File: config.mk
export PLATFORM = sky130hd
export DESIGN_NAME = ip_header_rewrite
export DESIGN_NICKNAME = d
export VERILOG_FILES = /design/src/rtl/router_pkg.sv /design/src/rtl/fallthrough_small_fifo.sv /design/src/rtl/ip_header_rewrite.sv
export SDC_FILE = /design/constraint.sdc
export NUM_CORES = 2
export LEC_CHECK = 0
export CORE_ASPECT_RATIO = 1.2
export CORE_MARGIN = 3
export CORE_UTILIZATION = 35
export CTS_CLUSTER_SIZE = 24
export DETAILED_ROUTE_END_ITERATION = 10
export DONT_BUFFER_PORTS = 1
export PLACE_DENSITY = 0.53
export SLEW_MARGIN = 20
export SYNTH_ARGS = -nofsm -noshare
export SYNTH_HDL_FRONTEND = slang
export SYNTH_SLANG_ARGS = --single-unit
export TNS_END_PERCENT = 5
File: constraint.sdc
create_clock -name AXI_ACLK -period 43.9 [get_ports AXI_ACLK]
set_input_delay 6.585 -clock AXI_ACLK [delete_from_list [all_inputs] [get_ports AXI_ACLK]]
set_output_delay 6.585 -clock AXI_ACLK [all_outputs]
set_load 0.005 [all_outputs]
File: src/rtl/router_pkg.sv
// Shared constants and encodings for the router output-port-lookup datapath.
package router_pkg;

    localparam int unsigned DstMacPos = 208;
    localparam int unsigned SrcMacPos = 160;
    localparam int unsigned TtlPos    = 72;
    localparam int unsigned CsumPos   = 48;

    localparam logic [7:0] Port0 = 8'h01;
    localparam logic [7:0] Port1 = 8'h04;
    localparam logic [7:0] Port2 = 8'h10;
    localparam logic [7:0] Port3 = 8'h40;
    localparam logic [7:0] Cpu0  = 8'h02;
    localparam logic [7:0] Cpu1  = 8'h08;
    localparam logic [7:0] Cpu2  = 8'h20;
    localparam logic [7:0] Cpu3  = 8'h80;

    typedef enum logic [0:0] {StIdle, StPayload} state_e;
    typedef enum logic [1:0] {DecPass, DecFwd, DecTtl, DecMiss} dec_e;

    // Each physical port's CPU queue sits one bit above it in the one-hot map.
    function automatic logic [7:0] cpu_queue(logic [7:0] src);
        return (src & 8'h55) << 1;
    endfunction

endpackage

File: src/rtl/fallthrough_small_fifo.sv
// Small input FIFO: a ring buffer followed by a prefetch register that presents the head.
module fallthrough_small_fifo #(
    parameter int unsigned Width = 8,
    parameter int unsigned Depth = 4
) (
    input  logic             clk,
    input  logic             rst,
    input  logic [Width-1:0] din,
    input  logic             wr_en,
    input  logic             rd_en,
    output logic [Width-1:0] dout,
    output logic             empty,
    output logic             nearly_full
);

    localparam int unsigned PtrW = $clog2(Depth);
    localparam logic [PtrW:0] Full = (PtrW + 1)'(Depth);
    localparam logic [PtrW:0] NearFull = (PtrW + 1)'(Depth - 1);

    logic [Width-1:0] mem_q [Depth];
    logic [PtrW-1:0]  wr_ptr_q, rd_ptr_q;
    logic [PtrW:0]    count_q, count_d;
    logic [Width-1:0] head_q;
    logic             head_valid_q;
    logic             ring_wr, ring_rd;

    assign ring_wr = wr_en && (count_q != Full);
    assign ring_rd = (count_q != '0) && (!head_valid_q || rd_en);

    always_comb begin
        count_d = count_q;
        if (ring_wr && !ring_rd) count_d = count_q + 1'b1;
        else if (!ring_wr && ring_rd) count_d = count_q - 1'b1;
    end

    always_ff @(posedge clk) begin
        if (ring_wr) mem_q[wr_ptr_q] <= din;
    end

    always_ff @(posedge clk or posedge rst) begin
        if (rst) begin
            wr_ptr_q     <= '0;
            rd_ptr_q     <= '0;
            count_q      <= '0;
            head_q       <= '0;
            head_valid_q <= 1'b0;
        end else begin
            count_q <= count_d;
            if (ring_wr) wr_ptr_q <= wr_ptr_q + PtrW'(1);
            if (ring_rd) begin
                rd_ptr_q     <= rd_ptr_q + PtrW'(1);
                head_q       <= mem_q[rd_ptr_q];
                head_valid_q <= 1'b1;
            end else if (rd_en) begin
                head_valid_q <= 1'b0;
            end
        end
    end

    assign dout        = head_q;
    assign empty       = !head_valid_q;
    assign nearly_full = count_q >= NearFull;

endmodule

File: src/rtl/ip_header_rewrite.sv
// Rewrites Ethernet/IPv4 headers of forwarded packets after ARP lookup and steers
// exceptions to the ingress port's CPU queue.
module ip_header_rewrite
    import router_pkg::*;
#(
    parameter int unsigned C_M_AXIS_DATA_WIDTH  = 256,
    parameter int unsigned C_S_AXIS_DATA_WIDTH  = 256,
    parameter int unsigned C_M_AXIS_TUSER_WIDTH = 128,
    parameter int unsigned C_S_AXIS_TUSER_WIDTH = 128,
    parameter int unsigned SRC_PORT_POS         = 16,
    parameter int unsigned DST_PORT_POS         = 24
) (
    input  logic                                AXI_ACLK,
    input  logic                                AXI_RESET,
    input  logic [C_S_AXIS_DATA_WIDTH-1:0]      S_AXIS_TDATA,
    input  logic [C_S_AXIS_DATA_WIDTH/8-1:0]    S_AXIS_TSTRB,
    input  logic [C_S_AXIS_TUSER_WIDTH-1:0]     S_AXIS_TUSER,
    input  logic                                S_AXIS_TVALID,
    input  logic                                S_AXIS_TLAST,
    output logic                                S_AXIS_TREADY,
    output logic [C_M_AXIS_DATA_WIDTH-1:0]      M_AXIS_TDATA,
    output logic [C_M_AXIS_DATA_WIDTH/8-1:0]    M_AXIS_TSTRB,
    output logic [C_M_AXIS_TUSER_WIDTH-1:0]     M_AXIS_TUSER,
    output logic                                M_AXIS_TVALID,
    output logic                                M_AXIS_TLAST,
    input  logic                                M_AXIS_TREADY,
    input  logic                                arp_hit,
    input  logic [47:0]                         dest_mac,
    input  logic [31:0]                         oq_in,
    input  logic [47:0]                         mac0,
    input  logic [47:0]                         mac1,
    input  logic [47:0]                         mac2,
    input  logic [47:0]                         mac3,
    input  logic                                counter_clear,
    output logic [31:0]                         pkt_forwarded,
    output logic [31:0]                         pkt_to_cpu,
    output logic [31:0]                         ttl_expired
);

    localparam int unsigned DW = C_S_AXIS_DATA_WIDTH;
    localparam int unsigned SW = C_S_AXIS_DATA_WIDTH / 8;
    localparam int unsigned UW = C_S_AXIS_TUSER_WIDTH;
    localparam int unsigned FifoW = DW + SW + UW + 1;

    logic [FifoW-1:0] fifo_dout;
    logic             fifo_empty, fifo_nearly_full, pop;
    logic [DW-1:0]    head_tdata;
    logic [SW-1:0]    head_tstrb;
    logic [UW-1:0]    head_tuser;
    logic             head_tlast;

    fallthrough_small_fifo #(
        .Width (FifoW),
        .Depth (4)
    ) u_in_fifo (
        .clk         (AXI_ACLK),
        .rst         (AXI_RESET),
        .din         ({S_AXIS_TLAST, S_AXIS_TUSER, S_AXIS_TSTRB, S_AXIS_TDATA}),
        .wr_en       (S_AXIS_TVALID && S_AXIS_TREADY),
        .rd_en       (pop),
        .dout        (fifo_dout),
        .empty       (fifo_empty),
        .nearly_full (fifo_nearly_full)
    );

    assign {head_tlast, head_tuser, head_tstrb, head_tdata} = fifo_dout;
    assign S_AXIS_TREADY = !fifo_nearly_full && !AXI_RESET;

    state_e           state_q, state_d;
    dec_e             dec_new;
    logic [7:0]       dst_q, dst_new, head_dst, head_src;
    logic [7:0]       ttl;
    logic [15:0]      csum, csum_new;
    logic [16:0]      csum_sum;
    logic [47:0]      port_mac;
    logic             oq_valid, first_pop;
    logic             out_valid_q, out_last_q;
    logic [DW-1:0]    out_data_q, out_data_d;
    logic [SW-1:0]    out_strb_q;
    logic [UW-1:0]    out_user_q, out_user_d;
    logic [31:0]      fwd_cnt_q, cpu_cnt_q, ttl_cnt_q;
    logic             unused_oq;

    assign unused_oq = ^oq_in[31:8];
    assign pop       = !fifo_empty && (!out_valid_q || M_AXIS_TREADY);
    assign first_pop = pop && (state_q == StIdle);
    assign head_dst  = head_tuser[DST_PORT_POS +: 8];
    assign head_src  = head_tuser[SRC_PORT_POS +: 8];
    assign ttl       = head_tdata[TtlPos +: 8];
    assign csum      = head_tdata[CsumPos +: 16];
    // Incremental update for TTL-1: add 0x0100 in ones' complement.
    assign csum_sum  = {1'b0, csum} + 17'h00100;
    assign csum_new  = csum_sum[15:0] + {15'b0, csum_sum[16]};

    always_comb begin
        oq_valid = 1'b1;
        port_mac = mac0;
        case (oq_in[7:0])
            Port0:   port_mac = mac0;
            Port1:   port_mac = mac1;
            Port2:   port_mac = mac2;
            Port3:   port_mac = mac3;
            default: oq_valid = 1'b0;
        endcase
    end

    always_comb begin
        if (head_dst != 8'h00)                       dec_new = DecPass;
        else if (arp_hit && oq_valid && ttl > 8'd1)  dec_new = DecFwd;
        else if (arp_hit && oq_valid)                dec_new = DecTtl;
        else                                         dec_new = DecMiss;
        unique case (dec_new)
            DecPass: dst_new = head_dst;
            DecFwd:  dst_new = oq_in[7:0];
            default: dst_new = cpu_queue(head_src);
        endcase
    end

    always_comb begin
        out_data_d = head_tdata;
        out_user_d = head_tuser;
        if (state_q == StIdle) begin
            out_user_d[DST_PORT_POS +: 8] = dst_new;
            if (dec_new == DecFwd) begin
                out_data_d[DstMacPos +: 48] = dest_mac;
                out_data_d[SrcMacPos +: 48] = port_mac;
                out_data_d[TtlPos +: 8]     = ttl - 8'd1;
                out_data_d[CsumPos +: 16]   = csum_new;
            end
        end else begin
            out_user_d[DST_PORT_POS +: 8] = dst_q;
        end
    end

    always_comb begin
        state_d = state_q;
        unique case (state_q)
            StIdle:    if (pop && !head_tlast) state_d = StPayload;
            StPayload: if (pop && head_tlast)  state_d = StIdle;
            default:   state_d = StIdle;
        endcase
    end

    always_ff @(posedge AXI_ACLK or posedge AXI_RESET) begin
        if (AXI_RESET) begin
            state_q     <= StIdle;
            dst_q       <= '0;
            out_valid_q <= 1'b0;
            out_last_q  <= 1'b0;
            out_data_q  <= '0;
            out_strb_q  <= '0;
            out_user_q  <= '0;
        end else begin
            state_q <= state_d;
            if (first_pop) dst_q <= dst_new;
            if (pop) begin
                out_valid_q <= 1'b1;
                out_last_q  <= head_tlast;
                out_data_q  <= out_data_d;
                out_strb_q  <= head_tstrb;
                out_user_q  <= out_user_d;
            end else if (M_AXIS_TREADY) begin
                out_valid_q <= 1'b0;
            end
        end
    end

    always_ff @(posedge AXI_ACLK or posedge AXI_RESET) begin
        if (AXI_RESET) begin
            fwd_cnt_q <= '0;
            cpu_cnt_q <= '0;
            ttl_cnt_q <= '0;
        end else if (counter_clear) begin
            fwd_cnt_q <= '0;
            cpu_cnt_q <= '0;
            ttl_cnt_q <= '0;
        end else if (first_pop) begin
            if (dec_new == DecFwd)  fwd_cnt_q <= fwd_cnt_q + 32'd1;
            if (dec_new == DecMiss) cpu_cnt_q <= cpu_cnt_q + 32'd1;
            if (dec_new == DecTtl)  ttl_cnt_q <= ttl_cnt_q + 32'd1;
        end
    end

    assign M_AXIS_TVALID = out_valid_q;
    assign M_AXIS_TLAST  = out_last_q;
    assign M_AXIS_TDATA  = out_data_q;
    assign M_AXIS_TSTRB  = out_strb_q;
    assign M_AXIS_TUSER  = out_user_q;
    assign pkt_forwarded = fwd_cnt_q;
    assign pkt_to_cpu    = cpu_cnt_q;
    assign ttl_expired   = ttl_cnt_q;

endmodule
==> qor.yml <==
status:
  status: "completed"
detailed_routing:
  drc: 0
  via_count: 54500
  ant_nets: 0
  drt-initial-drc-count: 3630
  routed_wl_mm: 302
  dr.pass1.iters: 7
  wire_per_inst_um: 28.2
  vias_per_cell: 5.08
yosys:
  yosys_warnings: 0
  yosys.area.top_type: "edfxtp_1"
  ys_top_cells_by_count: "nand2_1 (2340), edfxtp_1 (1668), dfrtp_1 (948)"
  mappedNetlistArea_mm2: 0.0991
  synth.avg_cell_area_um2: 14.9
  yosys-top-cells-area: "edfxtp_1 (51%), dfrtp_1 (24%), mux4_2 (9.5%)"
  synth.distinct_cells: 58
  synth_top_area_share_pct: 50.6
  async_flop_share_pct: 36.2
  yosysMostFrequentCell: "nand2_1"
  synth-seq-cells: 2616
  synth_enable_flop_cells: 1668
  synth_flop_cell: "edfxtp_1"
  synth_nets: 7365
  syn_inst: 6655
  yosysSeqAreaShare_pct: 74.5
sta:
  max_freq_mhz: 73.7
  maxSlewViolCount: 0
  period_share_pct: 30.9
  tightest_slew_ns: 1.25
  setup_viol: 0
  max_slew_margin_pct: 16.8
  setup_slack_ns: 30.34
  setup_tns_ns: 0
  period_needed_ns: 13.56
  hold_viol: 0
  holdWs_ns: 0.437
  rsz0062_at_grt: "false"
  fin_skew_ns: 0.0795
critical_path:
  path_class: "in2out"
  crit_path_end_kind: "output pin"
  cp.required_ns: 37.31
  crit_fanout: 6
  crit_buf_inv: 1
  crit_family: "buffers and inverters"
  start_kind: "input pin"
  max_stage_delay_ns: 0.21
  crit_chain: "a211oi_1, buf_4"
  slowest_stage: "buf_4"
  arrival_ns: 6.98
cts:
  post_cts_buffers: 0
  cts_tree: "built"
  clock-sinks: 2616
  path_clk_slew_ns: 0.06
  htree_levels: 5
  cts.path.max_buffers: 4
  ctsResizeCount: 0
  clk_latency_ns: 0.84
  cts_root_buffer: "clkbuf_16"
  numCtsBuffers: 282
  cts_hold_buf: 0
flow_run:
  drv_cap: 0
layout:
  area_growth_pct: 13.7
  fin_nets: 7409
  nFillCells: 26000
  post-route-cell-area_mm2: 0.113
  drive_gt1_share_pct: 13.9
min_path:
  worstHoldPathType: "reg2reg"
floorplan:
  die_area_mm2: 0.289
  pin_count: 1210
  die_y_um: 589
  core_mm2: 0.281
  die_w_um: 492
  rows: 213
  start_util_pct: 35.2
power:
  p_leak_nw: 42.4
  ir_worst_vdd_mv: 0.0574
  powerDensity_mw_per_mm2: 66.0
grt:
  grt_overflow: 0
  grt_max_degree: 157
  track_usage_pct: 20.5
  grt_pass1_vias: 56800
  grt_pass1_wl_mm: 431
  antenna_found_initial: 46
placement:
  dp_hpwl_mm: 200
  pre_cts_slack_ns: 30.36
  numPortBuffers: 0
  placed_cell_area_mm2: 0.103
  gp_congestion: 1.03
==> kinds of logic (layout without fill, tap and decap cells) <==
kind of cell    Yosys count  count (layout)  synth area share (%)
flops                  2616            2616                  74.5
simple gates           2824            2824                  11.3
buf+inv                 380             651                  1.45
fa+ha+maj                15              15                 0.197
xor+xnor                102             102                 0.902
other cells               0              39                     0
mux                     419             419                  9.50
compound gates          299             299                  2.12
==> flip-flops by register name (all words and copies together), names as in the netlist, named ones only <==
name,flops
u_in_fifo.mem_q,1668
u_in_fifo.dout,417
M_AXIS_TDATA,256
M_AXIS_TUSER,128
M_AXIS_TSTRB,32
pkt_forwarded,32
pkt_to_cpu,32
ttl_expired,32
dst_q,8
u_in_fifo.count_q,3
u_in_fifo.rd_ptr_q,2
u_in_fifo.wr_ptr_q,2
M_AXIS_TLAST,1
M_AXIS_TVALID,1
u_in_fifo.head_valid_q,1
==> final cells by class <==
type	instances	area, um2	area share (%)
multi-input cells	3659	23900	21.2
diodes	39	97.6	0.0866
inverters	30	128	0.113
repair buffers	110	912	0.810
clock inverters	116	1190	1.05
clock buffers	395	7880	6.99
well taps	3762	4710	4.18
flip-flops and latches	2616	73800	65.5
==> routing by layer <==
layer,part of all wire (%),global-route usage (%),up-vias
met4,4.0,7.24,10
met1,35,22.3,28400
li1,-,-,24000
met5,0.022,0,-
met3,11,9.77,422
met2,50,34.9,1679
==> cell usage in the layout (no fill, tap or decap), drive strengths merged, types with 48 or more instances in the layout <==
cell	n
nand2	2340
edfxtp	1668
dfrtp	948
mux4	417
clkbuf	395
nor2	207
buf	110
nand3	93
clkinv	85
xnor2	67
a31oi	52
o211ai	50
a22oi	48
a221oi	48
==> path summary, 6_finish.rpt <==
kind	from	to	slack, ns	cells after the start
worst max register to register	u_in_fifo.rd_ptr_q[0]	u_in_fifo.dout[292]	38.18	9
worst max-delay path	AXI_RESET	S_AXIS_TREADY	30.34	2
max in group asynchronous	AXI_RESET	M_AXIS_TDATA[46]	33.55	6
worst min-delay path	u_in_fifo.dout[101]	M_AXIS_TDATA[101]	0.44	2
worst min register to register	u_in_fifo.dout[101]	M_AXIS_TDATA[101]	0.44	2
min in group asynchronous	AXI_RESET	ttl_expired[0]	5.82	1
==> power by group <==
group / internal, mW / switching (mW)
Combinational: 0.608 / 0.885
Sequential: 3.13 / 0.462
Clock: 1.37 / 0.980
==> metrics by stage <==
| stage | utilization [%] | instances | power [mW] |
|---|---|---|---|
| 3_3_place_gp | 36.8 | 10200 | 5.16 |
| 3_5_place_dp | 36.8 | 10200 | 5.19 |
| 6_report | 40.1 | 10700 | 7.44 |
| 4_1_cts | 40.0 | 10700 | 7.56 |
| 5_1_grt | 40.1 | 10700 | 7.84 |
| 2_1_floorplan | - | 6655 | 4.59 |
(Power assumes the default switching activity.)
